## config.mk

```make
export PLATFORM = sky130hd
export DESIGN_NAME = uart_fifo_flex
export DESIGN_NICKNAME = d
export VERILOG_FILES = /design/src/rtl/uart_fifo_pkg.sv /design/src/rtl/uart_fifo_mem.sv /design/src/rtl/uart_fifo_flex.sv
export SDC_FILE = /design/constraint.sdc
export NUM_CORES = 1
export LEC_CHECK = 0
export BUFFER_PORTS_ARGS = -buffer_cell sky130_fd_sc_hd__buf_2
export CAP_MARGIN = 15
export CORE_MARGIN = 2
export CORE_UTILIZATION = 30
export DETAILED_ROUTE_END_ITERATION = 12
export PLACE_DENSITY = 0.48
export SLEW_MARGIN = 20
export SYNTH_ARGS = -nofsm -noshare
export SYNTH_HDL_FRONTEND = slang
export SYNTH_HIERARCHICAL = 1
export SYNTH_SLANG_ARGS = --single-unit
```

## constraint.sdc

```tcl
create_clock -name clk -period 2.3 [get_ports clk]
set_input_delay 0.46 -clock clk [delete_from_list [all_inputs] [get_ports clk]]
set_output_delay 0.46 -clock clk [all_outputs]
set_load 0.05 [all_outputs]
```

## src/rtl/uart_fifo_pkg.sv

```systemverilog
// rtl/uart_fifo_pkg.sv - shared defaults and helpers for the UART FIFO
package uart_fifo_pkg;

    localparam int unsigned UART_FIFO_DEPTH_LG2  = 4;
    localparam int unsigned UART_FIFO_DATA_WIDTH = 8;

    // Level must hold 0..depth inclusive, hence depth+1 values.
    function automatic int unsigned level_width(input int unsigned depth);
        return $clog2(depth + 1);
    endfunction

endpackage

```

## src/rtl/uart_fifo_mem.sv

```systemverilog
// rtl/uart_fifo_mem.sv - unreset storage array, one write port, one async read port
module uart_fifo_mem #(
    parameter int unsigned ADDR_WIDTH = 4,
    parameter int unsigned DATA_WIDTH = 8
) (
    input  logic                  clk,
    input  logic                  we_i,
    input  logic [ADDR_WIDTH-1:0] waddr_i,
    input  logic [DATA_WIDTH-1:0] wdata_i,
    input  logic [ADDR_WIDTH-1:0] raddr_i,
    output logic [DATA_WIDTH-1:0] rdata_o
);

    logic [DATA_WIDTH-1:0] mem_q [2**ADDR_WIDTH];

    always_ff @(posedge clk) begin
        if (we_i) begin
            mem_q[waddr_i] <= wdata_i;
        end
    end

    assign rdata_o = mem_q[raddr_i];

endmodule

```

## src/rtl/uart_fifo_flex.sv

```systemverilog
// rtl/uart_fifo_flex.sv - FWFT UART FIFO with level, thresholds, flush; UART_FIFO_ERR_EN adds sticky ovf/udf
module uart_fifo_flex
    import uart_fifo_pkg::*;
#(
    parameter int unsigned DEPTH_LG2  = UART_FIFO_DEPTH_LG2,
    parameter int unsigned DATA_WIDTH = UART_FIFO_DATA_WIDTH,
    parameter int unsigned AF_THRESH  = 12,
    parameter int unsigned AE_THRESH  = 2
) (
    input  logic                  clk,
    input  logic                  rst_n,
    input  logic                  flush_i,
    input  logic                  wren_i,
    input  logic [DATA_WIDTH-1:0] wdata_i,
    output logic                  full_o,
    output logic                  almost_full_o,
    input  logic                  rden_i,
    output logic [DATA_WIDTH-1:0] rdata_o,
    output logic                  empty_o,
    output logic                  almost_empty_o,
    output logic [level_width(2**DEPTH_LG2)-1:0] level_o
`ifdef UART_FIFO_ERR_EN
    ,
    output logic                  ovf_o,
    output logic                  udf_o,
    input  logic                  err_clr_i
`endif
);

    localparam int unsigned PTR_W = DEPTH_LG2 + 1;
    localparam int unsigned LVL_W = level_width(2**DEPTH_LG2);
    localparam logic [LVL_W-1:0] DEPTH_L = LVL_W'(2**DEPTH_LG2);
    localparam logic [LVL_W-1:0] AF_L    = LVL_W'(AF_THRESH);
    localparam logic [LVL_W-1:0] AE_L    = LVL_W'(AE_THRESH);

    logic [PTR_W-1:0] wrptr_q, wrptr_d, rdptr_q, rdptr_d;
    logic [LVL_W-1:0] level_q, level_d;
    logic             full_q, full_d, empty_q, empty_d;
    logic             af_q, af_d, ae_q, ae_d;
    logic             wr_acc, rd_acc;

    // Acceptance looks only at registered flags, so a pop never frees room for a same-cycle push.
    assign wr_acc = wren_i & ~full_q;
    assign rd_acc = rden_i & ~empty_q;

    always_comb begin
        wrptr_d = wrptr_q;
        rdptr_d = rdptr_q;
        level_d = level_q;
        if (flush_i) begin
            wrptr_d = '0;
            rdptr_d = '0;
            level_d = '0;
        end else begin
            if (wr_acc) wrptr_d = wrptr_q + PTR_W'(1);
            if (rd_acc) rdptr_d = rdptr_q + PTR_W'(1);
            unique case ({wr_acc, rd_acc})
                2'b10:   level_d = level_q + LVL_W'(1);
                2'b01:   level_d = level_q - LVL_W'(1);
                default: level_d = level_q;
            endcase
        end
        full_d  = (level_d == DEPTH_L);
        empty_d = (level_d == '0);
        af_d    = (level_d >= AF_L);
        ae_d    = (level_d <= AE_L);
    end

    always_ff @(posedge clk) begin
        if (!rst_n) begin
            wrptr_q <= '0;
            rdptr_q <= '0;
            level_q <= '0;
            full_q  <= 1'b0;
            empty_q <= 1'b1;
            af_q    <= 1'b0;
            ae_q    <= 1'b1;
        end else begin
            wrptr_q <= wrptr_d;
            rdptr_q <= rdptr_d;
            level_q <= level_d;
            full_q  <= full_d;
            empty_q <= empty_d;
            af_q    <= af_d;
            ae_q    <= ae_d;
        end
    end

    uart_fifo_mem #(
        .ADDR_WIDTH (DEPTH_LG2),
        .DATA_WIDTH (DATA_WIDTH)
    ) u_mem (
        .clk     (clk),
        .we_i    (wr_acc & ~flush_i),
        .waddr_i (wrptr_q[DEPTH_LG2-1:0]),
        .wdata_i (wdata_i),
        .raddr_i (rdptr_q[DEPTH_LG2-1:0]),
        .rdata_o (rdata_o)
    );

    assign full_o         = full_q;
    assign empty_o        = empty_q;
    assign almost_full_o  = af_q;
    assign almost_empty_o = ae_q;
    assign level_o        = level_q;

`ifdef UART_FIFO_ERR_EN
    logic ovf_q, ovf_d, udf_q, udf_d;

    // Set beats err_clr_i; flush beats both.
    always_comb begin
        ovf_d = ovf_q & ~err_clr_i;
        udf_d = udf_q & ~err_clr_i;
        if (wren_i & full_q)  ovf_d = 1'b1;
        if (rden_i & empty_q) udf_d = 1'b1;
        if (flush_i) begin
            ovf_d = 1'b0;
            udf_d = 1'b0;
        end
    end

    always_ff @(posedge clk) begin
        if (!rst_n) begin
            ovf_q <= 1'b0;
            udf_q <= 1'b0;
        end else begin
            ovf_q <= ovf_d;
            udf_q <= udf_d;
        end
    end

    assign ovf_o = ovf_q;
    assign udf_o = udf_q;
`endif

    always_ff @(posedge clk) begin
        if (rst_n && !flush_i) begin
            assert (!(wren_i && full_q))
                else $warning("uart_fifo_flex: write dropped, fifo full");
            assert (!(rden_i && empty_q))
                else $warning("uart_fifo_flex: read dropped, fifo empty");
        end
    end

endmodule

```

==> results of run 1 <==
==> Yosys cell counts, drive strengths merged <==
cell / n / area, sq um
a211o: 1 / 10.0
a21o: 2 / 15.0
a21oi: 8 / 40.0
a22oi: 16 / 120
a31oi: 2 / 12.5
and2: 3 / 18.8
and2b: 1 / 7.51
and3: 1 / 6.26
buf: 9 / 72.6
clkbuf: 1 / 3.75
clkdlybuf4s25: 3 / 30.0
clkinv: 2 / 25.0
dfxtp: 17 / 340
edfxtp: 128 / 3840
ha: 4 / 50.1
inv: 1 / 3.75
mux2: 1 / 11.3
mux2i: 1 / 10.0
mux4: 32 / 773
nand2: 18 / 75.1
nand2b: 4 / 32.5
nand3: 1 / 5.00
nand3b: 2 / 15.0
nand4: 2 / 12.5
nor2: 28 / 113
nor2b: 4 / 32.5
nor3: 6 / 30.0
nor3b: 1 / 7.51
nor4b: 1 / 23.8
o211ai: 1 / 7.51
o21ai: 1 / 5.00
o31a: 1 / 8.76
o41ai: 1 / 8.76
or3b: 1 / 8.76
or4: 2 / 15.0
xnor2: 5 / 43.8
xor2: 5 / 43.8
==> timing repair <==
action | CTS | global route
pin swaps | 9 | 8
gates resized for setup | 37 | 16
gates cloned | 1 | 0
setup endpoints to repair | 10 | 12
setup buffers | 6 | 4
==> state kept, by name, summed over array words and instances (netlist names) <==
register,count
almost_full_o,1
level_o,5
full_o,1
u_mem/mem_q,128
wrptr_q,4
rdptr_q,4
almost_empty_o,1
empty_o,1
==> routing by layer <==
| layer | up-vias | global-route usage [%] | routed length [um] |
|---|---|---|---|
| met5 | - | 0 | 0 |
| met4 | 0 | 3.87 | 82 |
| met3 | 7 | 3.68 | 521 |
| met2 | 73 | 20.6 | 5950 |
| met1 | 1608 | 16.5 | 5540 |
| li1 | 1424 | - | - |
==> path summary, 6_finish.rpt <==
| check | from | endpoint | slack [ns] | cells after the start |
|---|---|---|---|---|
| min reg2reg | wrptr_q[3]$_SDFFE_PP0P_ | wrptr_q[3]$_SDFFE_PP0P_ | 0.58 | 2 |
| max reg2reg | empty_o$_SDFF_PN1_ | empty_o$_SDFF_PN1_ | 0.06 | 11 |
| min | rst_n | empty_o$_SDFF_PN1_ | 0.27 | 2 |
| max | rdptr_q[0]$_SDFFE_PP0P_ | rdata_o[3] | -0.18 | 5 |
==> critical path, cell delays in order, from the launching register on <==
cell and delay [ns]:
dfxtp_4 0.41, buf_12 0.15, mux4_1 0.56, a22oi_2 0.21, nand2_1 0.11, buf_6 0.16
==> area by class of cell <==
type / instances / area share [%]
repair buffers: 68 / 7.70
clock inverters: 13 / 2.22
clock buffers: 19 / 5.90
inverters: 3 / 0.392
multi-input cells: 156 / 22.2
well taps: 265 / 4.52
flip-flops and latches: 145 / 57.1
==> cell families after synthesis <==
family                   after synthesis  synth area share, %
multiplexers                          34                 13.5
adder cells (fa/ha/maj)                4                0.851
flip-flops                           145                 71.1
AO/OA/AOI/OAI                         33                 3.87
XOR/XNOR                              10                 1.49
buffers and inverters                 16                 2.30
AND/OR/NAND/NOR                       75                 6.85
==> power groups by stage <==
stage	Clock (mW)	Sequential (mW)	Combinational, mW
after global routing	2.94	2.89	0.302
after detailed placement	0	2.95	0.248
after CTS	2.81	2.89	0.275
final	2.74	2.89	0.278
after global placement	0	2.95	0.243
after floorplan	0	2.96	0.133
==> summary.txt, run 1 <==
Status
  • Status: finished, violations left
  • Violated checks: setup timing

Die
  • Core Region: between 15000 and 20000 sq um
  • Die area: between 20000 and 25000 sq um
  • IO Pins: 30
  • Row count: between 50 and 60
  • Die span in y: ~140 um
  • Starting density of the core: a little under a third
  • Die X: between 100 and 150 um

Final layout
  • Most frequent cells in the layout: 128 x edfxtp_1, 30 x buf_4, 29 x mux4_2
  • Area grow syn2layout: 24.8%
  • Nets: just over 400
  • Antenna diode count: 0
  • Ratio of cells with drive above 1 in the final layout: between 30% and 40%
  • Final std cells w/o fill: 669
  • Final instance area: ~7300 sq um
  • Most common library cell in the layout ignoring fill and taps: edfxtp_1
  • Post-layout util: 38.0%
  • Multi-input logic area: 1630 sq um
  • Sequential cell area: 4190 sq um
  • Fill count: around 1800

Clocking
  • CTS Buf Count: 17
  • CTS Buffer Depth: 2
  • CTS tree: done
  • Clk root buf: clkbuf_16
  • # clock sinks: about 150
  • H-tree levels: 4
  • Clock slew at the register clock pins of the worst setup and hold paths: ~0.060 ns
  • Hold_buf cts: 0
  • Worst-Skew Late Latency: around 0.4 ns

Global routing
  • Gr ovfl total: 0
  • Largest net degree at the start of global routing: 36
  • First-pass GRT wire length: ~19 mm
  • Tot GR Track Use: around 13%
  • Number of global-route vias before repair: approximately 3200
  • Initial antenna violation count: 0

STA
  • Final Max Slew Viols: 0
  • Fin. Hold Viols: 0
  • Setup TNS: -1.13 ns
  • Max_slew headroom: between 60% and 70%
  • RSZ-0062 raised after global routing: true
  • Fmax: a little over 400 MHz
  • Least-Margin Pin Slew: approximately 0.56 ns
  • Final period util: 108%
  • Fin crit period: approximately 2.5 ns
  • Endpoints failing setup: 8
  • Hold WS: 0.269 ns
  • Setup ws final: -0.181 ns
  • Clock Skew: 0.00712 ns

Place
  • Placement-stage cell area: 6530 sq um
  • GPL Wtd Cong: between 0.7 and 0.8
  • # placed instances: approximately 630
  • Dpl hpwl: 7.94 mm
  • Pre-CTS WS: -0.258 ns
  • IO buf count: 29

Yosys
  • Post-synthesis cell count: roughly 320
  • Post-synthesis sequential area ratio: 71.1%
  • Post-Synthesis Cell Area: 5880 sq um
  • Post-Syn Area per Cell: about 19 sq um
  • Synth Register Bits: around 150
  • Syn_nets: roughly 330
  • Yosys warns: 6
  • Yosys cell types: 45

Worst setup path
  • Critical path class: flop to output pin
  • CP Launch Type: flop
  • WP data required: approximately 1.8 ns
  • Crit path DAT: 2.02 ns
  • Crit path max fanout: 8
  • Critical path endpoint category: output pin

Power and ir drop
  • Internal power: between 4 and 5 mW
  • Sequential power share: between 40% and 50%
  • Combinational share of power: 4.7%
  • Lkg Pwr: roughly 2.4 nW
  • PD cells: slightly above 800 nW/um^2
  • Sw frac: roughly a fifth
  • VDD IR-drop max: between 0.5 and 0.6 mV
  • Power share of the clock group: 46.3%
  • Total power: just under 6 mW
  • Sw power: approximately 1.2 mW

Detailed routing
  • Post-detailed-route count of antenna-violating nets: 0
  • Drc violations: 0
  • Routed WL per cell: 18.1 um
  • DR iter-0 viols: 148
  • Vias: just over 3000
  • Final wirelength: roughly 12 mm
  • DRT Pass-1 Iters: 4
  • Vias per cell: 4.65

Min path
  • Worst hold path class: input port to flop

Job
  • Max-cap violations: 0
No activity file was read; power rests on OpenSTA's default activity.
==> run 2, diff against run 1 <==
- CORE_MARGIN: 2 -> default
- SYNTH_HIERARCHICAL: 1 -> default
==> summary.txt, run 2 <==
Yosys
  • Share of the synthesized area in the top cell type: 63.9% (-1.4 points)
  • Xor and xnor area share after synthesis: 1.60% (+0.11 points)
  • Post-synthesis sequential area ratio: 70.9% (-0.21 points)
  • Mux cell area share after synthesis: 17.1% (+3.6 points)
  • Top post-synthesis cells by area: edfxtp_1 64%, mux4_1 10%, dfxtp_1 7.0%, mux4_2 6.0%, nor2_1 2.1%
  • Main flop type after synthesis: edfxtp_1
  • Adder-Cell Fraction of Synth Area: 1.66% (+0.81 points)
  • Compound-Gate Fraction of Synth Area: 1.50% (-2.4 points)
  • Post-Synthesis Cell Area: 6010 sq um (+2.2%)
  • Leading cell types by count after synthesis: 128 x edfxtp_1, 34 x nor2_1, 24 x mux4_1
  • Synth Register Bits: 149 (+2.8%)
  • Yosys cell types: 37 (-18%)
  • Most numerous cell in the Yosys netlist: edfxtp_1
  • Post-Syn Area per Cell: 19.3 sq um (+4.2%)
  • Simple-Gate Fraction of Synth Area: 5.02% (-1.8 points)
  • Synth area leader: edfxtp_1
  • Post-synthesis cell count: 311 (-1.9%)
  • Yosys warns: 0 (-6)
  • Post-synth EDFFs: 128 (unchanged)
  • Largest family of logic cells by synthesized area: multiplexers
  • Asr flop ratio synth: 0% (unchanged)
  • Syn_nets: 332 (-0.60%)

Detailed routing
  • Post-detailed-route count of antenna-violating nets: 0 (unchanged)
  • DRT Pass-1 Iters: 4 (unchanged)
  • DR iter-0 viols: 183 (+24%)
  • Routed WL per cell: 20.0 um (+11%)
  • Vias: 3052 (-1.9%)
  • Drc violations: 0 (unchanged)
  • Final wirelength: 13.2 mm (+8.9%)
  • Vias per cell: 4.63 (-0.44%)

Clocking
  • CTS Buf Count: 17 (unchanged)
  • Clk root buf: clkbuf_16
  • Setup bufs post-CTS: 0 (-6)
  • Clock slew at the register clock pins of the worst setup and hold paths: 0.06 ns (about the same)
  • H-tree levels: 4 (unchanged)
  • # clock sinks: 149 (+2.8%)
  • Hold_buf cts: 0 (unchanged)
  • CTS tree: done
  • CTS Buffer Depth: 2 (unchanged)
  • Worst-Skew Late Latency: 0.42 ns (about the same)

Final layout
  • Biggest register: u_mem.mem_q
  • Area grow syn2layout: 22.8%
  • Multi-input logic area: 1610 sq um (-1.1%)
  • Nets: 402 (-1.5%)
  • Final instance area: 7380 sq um (+0.56%)
  • Fill count: 1860 (+2.1%)
  • Most frequent cells in the layout: 128 x edfxtp_1, 34 x nor2_1, 33 x buf_4
  • Most common library cell in the layout ignoring fill and taps: edfxtp_1
  • Ratio of cells with drive above 1 in the final layout: 33.5% (-5.9 points)
  • Max FFs per register: 128 (unchanged)
  • Sequential cell area: 4270 sq um (+1.9%)
  • Antenna diode count: 0 (unchanged)

Worst setup path
  • Crit path max fanout: 6 (-2)
  • Crit path DAT: 2.30 ns (+0.28 ns)
  • CP Launch Type: flop
  • Critical path class: flop to output pin
  • Critical path endpoint category: output pin
  • WP data required: 1.84 ns (about the same)

STA
  • Fin. Hold Viols: 0 (unchanged)
  • Final period util: 120% (+12 points)
  • Hold WS: 0.418 ns (+0.149 ns)
  • Least-Margin Pin Slew: 0.558 ns (+0.00183 ns)
  • Fmax: 362 MHz (-10%)
  • Max_slew headroom: 62.8% (-0.17 points)
  • Setup ws final: -0.461 ns (-0.281 ns)
  • Fin crit period: 2.76 ns (+0.281 ns)
  • Setup TNS: -3.44 ns (-2.30 ns)
  • RSZ-0062 raised after global routing: true
  • Final Max Slew Viols: 0 (unchanged)
  • Endpoints failing setup: 8 (unchanged)
  • Clock Skew: 0.00731 ns (+0.000188 ns)

Die
  • Starting density of the core: 30.8% (+0.37 points)
  • Die area: 20600 sq um (-0.64%)
  • IO Pins: 30 (unchanged)
  • Row count: 51 (unchanged)
  • Die span in y: 144 um (-0.32%)
  • Die X: 144 um (-0.32%)
  • Core Region: 19500 sq um (+0.99%)

Global routing
  • Tot GR Track Use: 13.8% (+1.1 points)
  • Largest net degree at the start of global routing: 33 (-8.3%)
  • Number of global-route vias before repair: 3256 (+2.9%)
  • First-pass GRT wire length: 19.6 mm (+4.4%)
  • Initial antenna violation count: 0 (unchanged)
  • Gr ovfl total: 0 (unchanged)

Power and ir drop
  • Total power: 5.97 mW (+1.1%)
  • VDD IR-drop max: 0.542 mV (+7.5%)
  • Lkg Pwr: 2.46 nW (+2.0%)
  • PD cells: 809 nW/um^2 (+0.55%)

Place
  • GPL Wtd Cong: 0.713 (-10%)
  • Dpl hpwl: 8.22 mm (+3.6%)
  • IO buf count: 29 (unchanged)
  • Placement-stage cell area: 6710 sq um (+2.7%)
  • Pre-CTS WS: -0.156 ns (+0.102 ns)

Status
  • Status: finished, violations left
  • Violated checks: setup timing

Min path
  • Worst hold path class: input port to flop

Job
  • Max-cap violations: 0 (unchanged)
-- run 2: cell types whose count changed in the layout (fill, tap and decap cells not counted), sizes merged, moves of 5 or more --
cell | previous run | this run
a21oi | 8 | 3
a22oi | 16 | 1
mux4 | 32 | 40
nand2 | 18 | 11
nor2 | 28 | 34
nor3 | 6 | 1
-- run 2: what timing repair did --
item                                    CTS  global route
gates resized for setup                  15            20
gates cloned                              1             1
endpoints found under the setup margin    8            11
-- run 2: cell families after synthesis --
kind of cell    Yosys count
compound gates           13
xor+xnor                 11
fa+ha+maj                 8
buf+inv                  21
flops                   149
mux                      44
simple gates             65
-- run 2: worst max-delay path: stages (launching register included) --
cell	delay, ns
dfxtp_4	0.44
clkbuf_16	0.20
mux4_2	0.51
mux4_2	0.54
buf_6	0.18
-- run 2: report_power, final --
part | internal [mW] | leakage, nW | switching, mW
registers | 2.95 | 1.32 | 0.0128
clock network | 1.70 | 0.280 | 1.07
logic | 0.0957 | 0.859 | 0.149
-- run 2: area by class of cell --
type                    count  area share, %
multi-input cells         141           21.9
clock buffers              18           5.81
clock inverters            14           2.17
well taps                 265           4.49
inverters                   5          0.288
repair buffers             67           7.56
flip-flops and latches    149           57.8
-- run 2: stage by stage --
| step | utilization [%] | std cells |
|---|---|---|
| 6_report | 37.8 | 659 |
| 3_5_place_dp | 34.3 | 625 |
| 2_1_floorplan | - | 311 |
| 3_3_place_gp | 34.3 | 625 |
| 5_1_grt | 37.8 | 659 |
| 4_1_cts | 37.7 | 658 |
-- run 2: final timing paths --
path,start,end,slack (ns),cells past startpoint
worst max register to register,full_o$_SDFF_PN0_,full_o$_SDFF_PN0_,0.17,10
worst min-delay path,wdata_i[5],u_mem.mem_q[14][5]$_DFFE_PP_,0.42,1
worst max-delay path,flop,rdata_o[0],-0.46,4
worst min register to register,rdptr_q[3]$_SDFFE_PP0N_,flop,0.54,2
-- run 2: per-layer routing --
layer  track usage [%]  vias up  share of wire [%]
met5                 0        -                  0
met4              4.42        0                1.4
met3              3.90       15                4.5
met2              21.9       82                 47
met1              18.1     1562                 47
li1                  -     1393                  -
